==> config.mk <==
export PLATFORM = sky130hd
export DESIGN_NAME = lcd_spi_write
export DESIGN_NICKNAME = d
export VERILOG_FILES = /design/src/rtl/lcd_spi_write.sv
export SDC_FILE = /design/constraint.sdc
export NUM_CORES = 1
export LEC_CHECK = 0
export ABC_AREA = 1
export CORE_MARGIN = 3
export CORE_UTILIZATION = 55
export CTS_CLUSTER_DIAMETER = 120
export DETAILED_ROUTE_END_ITERATION = 6
export PLACE_DENSITY = 0.82
export SETUP_SLACK_MARGIN = 0.15
export SLEW_MARGIN = 30
export SYNTH_ARGS = -nofsm -noshare
export SYNTH_HDL_FRONTEND = slang
export SYNTH_SLANG_ARGS = --single-unit
==> constraint.sdc <==
create_clock -name sys_clk -period 3.8 [get_ports sys_clk]
set_input_delay 0.76 -clock sys_clk [delete_from_list [all_inputs] [get_ports sys_clk]]
set_output_delay 0.76 -clock sys_clk [all_outputs]
set_load 0.01 [all_outputs]
==> src/rtl/lcd_spi_write.sv <==
// ---------------------------------------------------------------------------
// lcd_spi_write
//   Serializes 9-bit LCD words ({dc, byte}) onto a 4-wire SPI bus, mode 0,
//   MSB first. One word per handshake, no buffering. The wr_done pulse is
//   what upstream draw producers count to advance their word/pixel counters.
//
// Parameters
//   CLK_DIV   sys_clk cycles per SCLK half-period (1..255)
//
// Configuration macro
//   LCD_SPI_CS_KEEP_EN  when defined, chip select stays low across
//                       back-to-back words and only rises when IDLE sees
//                       no pending request.
//
// Ports
//   sys_clk    in   system clock, rising edge
//   sys_rst_n  in   asynchronous active-low reset
//   data[8:0]  in   bit8 = DC (1 data, 0 command), bits7:0 = byte
//   en_write   in   level request, word pending while high
//   wr_done    out  one-cycle pulse after the last bit period
//   busy       out  high from capture through the gap cycle
//   lcd_cs_n   out  chip select, active-low
//   lcd_dc     out  registered DC of the captured word
//   lcd_sclk   out  SPI clock, idle low
//   lcd_mosi   out  serial data
// ---------------------------------------------------------------------------
module lcd_spi_write #(
  parameter int unsigned CLK_DIV = 2
) (
  input  logic       sys_clk,
  input  logic       sys_rst_n,
  input  logic [8:0] data,
  input  logic       en_write,
  output logic       wr_done,
  output logic       busy,
  output logic       lcd_cs_n,
  output logic       lcd_dc,
  output logic       lcd_sclk,
  output logic       lcd_mosi
);

  localparam int unsigned DIV_W = $clog2(CLK_DIV + 1);
  localparam logic [DIV_W-1:0] DIV_LOAD = DIV_W'(CLK_DIV - 1);
  localparam logic [DIV_W-1:0] DIV_ZERO = DIV_W'(0);
  localparam logic [DIV_W-1:0] DIV_ONE  = DIV_W'(1);

`ifdef LCD_SPI_CS_KEEP_EN
  localparam logic CS_KEEP = 1'b1;
`else
  localparam logic CS_KEEP = 1'b0;
`endif

  typedef enum logic [2:0] {
    ST_IDLE  = 3'd0,
    ST_SETUP = 3'd1,
    ST_SHIFT = 3'd2,
    ST_DONE  = 3'd3,
    ST_GAP   = 3'd4
  } state_t;

  state_t           state_q, state_d;
  logic [DIV_W-1:0] div_q, div_d;
  logic [2:0]       bit_q, bit_d;
  logic [7:0]       shift_q, shift_d;
  logic             cs_n_q, cs_n_d;
  logic             sclk_q, sclk_d;
  logic             mosi_q, mosi_d;
  logic             dc_q, dc_d;
  logic             done_q, done_d;
  logic             busy_q, busy_d;

  // Next-state and next-output logic for the serializer FSM.
  always_comb begin
    state_d = state_q;
    div_d   = div_q;
    bit_d   = bit_q;
    shift_d = shift_q;
    cs_n_d  = cs_n_q;
    sclk_d  = sclk_q;
    mosi_d  = mosi_q;
    dc_d    = dc_q;
    done_d  = 1'b0;
    busy_d  = busy_q;

    case (state_q)
      // The edge that ends GAP is the edge at which IDLE samples the next
      // request; evaluating the capture here keeps the back-to-back word
      // period at 17*CLK_DIV+2 cycles.
      ST_IDLE, ST_GAP: begin
        if (en_write) begin
          state_d = ST_SETUP;
          shift_d = data[7:0];
          dc_d    = data[8];
          mosi_d  = data[7];
          cs_n_d  = 1'b0;
          busy_d  = 1'b1;
          sclk_d  = 1'b0;
          div_d   = DIV_LOAD;
          bit_d   = 3'd0;
        end else begin
          state_d = ST_IDLE;
          busy_d  = 1'b0;
          cs_n_d  = 1'b1;
        end
      end

      ST_SETUP: begin
        if (div_q == DIV_ZERO) begin
          state_d = ST_SHIFT;
          sclk_d  = 1'b1;
          div_d   = DIV_LOAD;
        end else begin
          div_d = div_q - DIV_ONE;
        end
      end

      // sclk_q doubles as the phase flag: 1 = high phase, 0 = low phase.
      ST_SHIFT: begin
        if (div_q != DIV_ZERO) begin
          div_d = div_q - DIV_ONE;
        end else begin
          div_d = DIV_LOAD;
          if (sclk_q) begin
            sclk_d = 1'b0;
            // After bit 0 has been sent MOSI simply holds.
            if (bit_q != 3'd7) begin
              mosi_d  = shift_q[6];
              shift_d = {shift_q[6:0], 1'b0};
            end else begin
              shift_d = shift_q;
            end
          end else begin
            if (bit_q == 3'd7) begin
              state_d = ST_DONE;
              done_d  = 1'b1;
              if (!CS_KEEP) begin
                cs_n_d = 1'b1;
              end else begin
                cs_n_d = cs_n_q;
              end
            end else begin
              bit_d  = bit_q + 3'd1;
              sclk_d = 1'b1;
            end
          end
        end
      end

      ST_DONE: begin
        state_d = ST_GAP;
      end

      default: begin
        state_d = ST_IDLE;
        busy_d  = 1'b0;
        cs_n_d  = 1'b1;
        sclk_d  = 1'b0;
      end
    endcase
  end

  // State and output registers.
  always_ff @(posedge sys_clk or negedge sys_rst_n) begin
    if (!sys_rst_n) begin
      state_q <= ST_IDLE;
      div_q   <= DIV_ZERO;
      bit_q   <= 3'd0;
      shift_q <= 8'd0;
      cs_n_q  <= 1'b1;
      sclk_q  <= 1'b0;
      mosi_q  <= 1'b0;
      dc_q    <= 1'b0;
      done_q  <= 1'b0;
      busy_q  <= 1'b0;
    end else begin
      state_q <= state_d;
      div_q   <= div_d;
      bit_q   <= bit_d;
      shift_q <= shift_d;
      cs_n_q  <= cs_n_d;
      sclk_q  <= sclk_d;
      mosi_q  <= mosi_d;
      dc_q    <= dc_d;
      done_q  <= done_d;
      busy_q  <= busy_d;
    end
  end

  assign wr_done  = done_q;
  assign busy     = busy_q;
  assign lcd_cs_n = cs_n_q;
  assign lcd_dc   = dc_q;
  assign lcd_sclk = sclk_q;
  assign lcd_mosi = mosi_q;

endmodule

; ---- Yosys cells after proc, flatten, opt, wreduce, memory -nomap -nowiden
; Index checks and enable logic that the tools add are counted.
[classes]
n_addsub = 2
n_eq_ne = 14
mux = 42
n_bitwise = 2
n_reduce_logical = 15
[ops]
columns = operator, n
row1 = 7-bit 2-to-1 mux, 4
row2 = 3-bit 2-to-1 mux, 8
row3 = 1-bit 2-to-1 mux, 19
row4 = 2-bit inequality test (second input constant), 8
row5 = 7-bit case mux with 2 select lines, 1
row6 = 3-bit case mux with 4 select lines, 1
row7 = 4-bit AND reduction, 3
row8 = 5-bit AND reduction, 2
row9 = 3-bit by 2-bit equality test with 1-bit output (second input constant), 2
row10 = 3-bit equality test (second input constant), 2
row11 = 2-bit 2-to-1 mux, 3
row12 = 2-bit case mux with 3 select lines, 1
row13 = 3-bit case mux with 2 select lines, 1
row14 = 1-bit case mux with 2 select lines, 2
row15 = 1-bit case mux with 4 select lines, 1
row16 = 2-bit AND reduction, 2
row17 = 2-bit nonzero test, 2
row18 = 2-bit OR reduction, 2
row19 = 3-bit by 1-bit adder with 3-bit output (second input constant), 1
row20 = 3-bit by 1-bit equality test with 1-bit output (second input constant), 1
row21 = 3-bit zero test, 1
row22 = 3-bit inequality test (second input constant), 1
row23 = 1-bit case mux with 3 select lines, 1
row24 = 3-bit nonzero test, 1
row25 = 4 further kinds, 5
[word_totals]
ff_bits = 21
in_bits = 12
output_inout_bits = 6
wordCells = 85

; ---- Depth between registers and ports, before layout
[logic_depth]
depth_word = 5
mapped_depth = 9
ltp_nobuf = 9

; ---- Worst setup path after synthesis
; OpenSTA, ideal clock, no wires.
[synth_timing]
path_type = input to register
startpoint = input port en_write
endpoint = register bit_q[2]
setup_time_ns = 0.117
t_arrival_ns = 1.246
required_ns = 3.683
setup_slack_ns = 2.437
stages = 7
path_buffers = 0
path_cell_list = inv_1 > nand2_1 > inv_1 > nor2_1 > nand2_1 > nand2_1 > nand2_1
[synth_via]
elab_chain_cells = 2
[synth_rtl]
columns = item, line
row1 = from (decl), 33  ; input logic en_write,
row2 = 2-bit inequality test (no source line), -
row3 = 5-bit AND reduction (no source line), -
row4 = to (signal assigned), 178  ; bit_q <= bit_d;
row5 = to (decl), 63  ; logic [2:0] bit_q, bit_d;
; No other way between the ends.
; A chain may end at the register's enable or synchronous reset.

; ---- Worst setup path in the final report
[layout_timing]
startpoint = register cs_n_q, in the netlist lcd_cs_n
endpoint = output port lcd_cs_n
[layout_rtl]
columns = item, line
row1 = from (decl), 65  ; logic cs_n_q, cs_n_d;
row2 = from (signal assigned), 180  ; cs_n_q <= cs_n_d;
row3 = to (decl), 36  ; output logic lcd_cs_n,
; No word-level cell between the ends.

==> summary.txt <==
DIE AREA: 0.00252 mm^2
Crit path DAT: 1.37 ns
Number of library cell types mapped by synthesis: 17
Cell family with most CP delay: flip-flops
Max-cap violations: 0
P_int: 0.536 mW
Pre-CTS WS: 1.82 ns
Clock Latency Late Sink: 0.30 ns
PnR worst setup slack: 1.67 ns
Critical path class: flip-flop to output port
Layout fillers: 153
Post-Synth XOR/XNOR Area: 0
Fmax: 470 MHz
R2R cell count: 8
Adder-cell share of the synthesized area: 0.0349
H-tree Lvls: 1
Combinational family with the most area after synthesis: simple AND/OR/NAND/NOR gates
CP max stage cell: dfstp_2
Setup TNS: 0 ns
Chip height: 50.2 um
Slew @ Worst Pin: 0.453 ns
Proportion of layout cells with a drive suffix above 1: 0.0719
Diode count: 0
Setup Viol. Count Final: 0
Crit path launch type: flip-flop
Fin. Hold Viols: 0
Yosys warning count: 0
TritonRoute pass-1 iters: 4
Area growth syn-to-layout: 20.3%
Syn nets: 162
Die X-Extent: 50.2 um
Final WL: 2200 um
RSZ-0062 raised after global routing: no
Io pins: 18
VDD IR max: 0.582 mV
Row count: 15
Post-synthesis simple-gate area fraction: 0.369
Worst Skew: 0.00273 ns
Global route total overflow: 0
Worst path max stage delay: 0.54 ns
Antenna Nets Post-Route: 0
Hold Path Class: primary input to asynchronous set/reset pin
DR WL/cell: 11.4 um
Post-Syn Area: 0.00107 mm^2
Post-CTS sizing: 0
Num CTS Buffers: 3
Hold_buf cts: 0
Worst reg2reg endpoint: bit_q[1]
Largest net degree at the start of global routing: 22
Power per cell area: 753 mW/mm^2
Final core occ: 0.725
Final cycle utilization of the critical path: 0.559
Syn Area/Cell: 7.31 um^2
Compound-gate portion of the synthesized area: 0.0396
CP cell instances: clkdlybuf4s50_1
Pleak: 0.730 nW
Seq pwr share: 0.386
Cells after Synth: 147
Max-Slew Margin vs Limit: 0.698
Final nets: 183
Post-DP HPWL: 1670 um
All-layer global routing usage: 0.192
Root buffer cell: clkbuf_4
Register area share after synthesis: 0.490
Vias: 953
Setup Buffers After CTS: 0
Num Clock Sinks: 21
Crit path time final: 2.13 ns
Input/output buffers: 17
Crit path required time: 3.04 ns
Logic pwr share: 0.504
Vias per inst: 4.96
Number of global-route vias before repair: 910
CTS Buffer Depth: 2
Initial Util: 0.603
Worst Path Max Fanout: 2
Mux cell area share after synthesis: 0
# DRC: 0
R2R Path Start: bit_q[0]
Status: complete, no violations
Gpl congestion: 0.811
Reg2Reg Setup Slack: 2.31 ns
Sw Ratio: 0.450
TritonCTS clock tree: built
Hold WS: 0.386 ns
Initial DRC Count: 14
#FFs+latches synth: 21
Global-route wire length before repair: 3700 um
Clock transition at path regs: 0.11 ns
Core Region: 0.00178 mm^2
Crit end category: output port
NetSw: 0.437 mW
Slew Limit Fails: 0
Initial antenna violation count: 0
CP bufs+invs: 1
Clock share of power: 0.109
[cell type report]
type / count / area (um^2) / area share
clock buffer: 4 / 26.3 / 0.0203
inverter: 17 / 66.3 / 0.0513
timing repair buffer: 17 / 165 / 0.128
multi-input combinational: 108 / 477 / 0.369
tap: 25 / 31.3 / 0.0242
sequential: 21 / 527 / 0.408
[power by group through the flow]
stage | Combinational [mW] | Clock, mW | Sequential [mW]
2_1_floorplan | 0.340 | 0 | 0.381
3_3_place_gp | 0.477 | 0 | 0.375
3_5_place_dp | 0.491 | 0 | 0.382
4_1_cts | 0.495 | 0.109 | 0.377
5_1_grt | 0.561 | 0.120 | 0.388
6_report | 0.491 | 0.106 | 0.376
[worst reg2reg max path, delay by kind of cell, from the launching register on]
kind                       cells  cell delay (ns)
and+or+nand+nor                6             0.54
adders and majority gates      2             0.44
DFF                            1             0.41
[routing by layer]
layer  share of wire  track usage  vias to the layer above
met5               0            0                        -
met4           0.013       0.0783                        0
met2            0.50        0.343                       23
met3           0.053       0.0386                        4
met1            0.44        0.222                      440
li1                -            -                      486
[per-stage QoR]
| step | area (um^2) | power (mW) | instances |
|---|---|---|---|
| 6_report | 1290 | 0.973 | 192 |
| 5_1_grt | 1290 | 1.07 | 192 |
| 4_1_cts | 1300 | 0.980 | 192 |
| 3_5_place_dp | 1270 | 0.872 | 188 |
| 3_3_place_gp | 1270 | 0.852 | 188 |
| 2_1_floorplan | 1070 | 0.720 | 147 |
[registers in the layout, summed over array words and instances, names as in the netlist]
register  cells
shift_q       7
bit_q         3
state_q       3
div_q         2
busy          1
lcd_cs_n      1
lcd_dc        1
lcd_mosi      1
lcd_sclk      1
wr_done       1
[worst max-delay path by stage]
stage | startpoint | end | slack (ns) | cells after the start
after floorplan | en_write | bit_q[2] | 2.44 | 7
after global placement | en_write | bit_q[2] | 1.84 | 8
after detailed placement | en_write | bit_q[1] | 1.82 | 8
after CTS | lcd_cs_n | lcd_cs_n | 1.67 | 1
after global routing | lcd_cs_n | lcd_cs_n | 1.62 | 1
final | lcd_cs_n | lcd_cs_n | 1.67 | 1
[synthesized netlist by cell type (all sizes together)]
master / number / area share
a21boi: 1 / 0.0070
a21oi: 2 / 0.0093
buf: 1 / 0.0047
dfrtp: 20 / 0.47
dfstp: 1 / 0.024
ha: 3 / 0.035
inv: 17 / 0.062
nand2: 77 / 0.28
nand3: 8 / 0.042
nor2: 12 / 0.051
o21ai: 5 / 0.023
[layout by cell type, fill, tap and decap left out]
master and n:
nand3_1 7, inv_4 1, nand3_2 1, nor2_2 1
inv_2 2, a21oi_1 2, nor2_4 1, nor2_1 10
nand2_4 1, dfrtp_1 20, dfstp_2 1, clkbuf_1 1
a21boi_0 1, inv_1 14, clkbuf_4 3, o21ai_0 5
ha_1 3, buf_2 1, clkdlybuf4s50_1 16, nand2_1 76
[cells by family (layout without fill, tap and decap cells)]
family / Yosys count / after routing
and+or+nand+nor: 97 / 97
DFF: 21 / 21
buffers and inverters: 18 / 38
AOI/OAI and AO/OA: 8 / 8
adders and majority gates: 3 / 3
(Power assumes the default switching activity.)
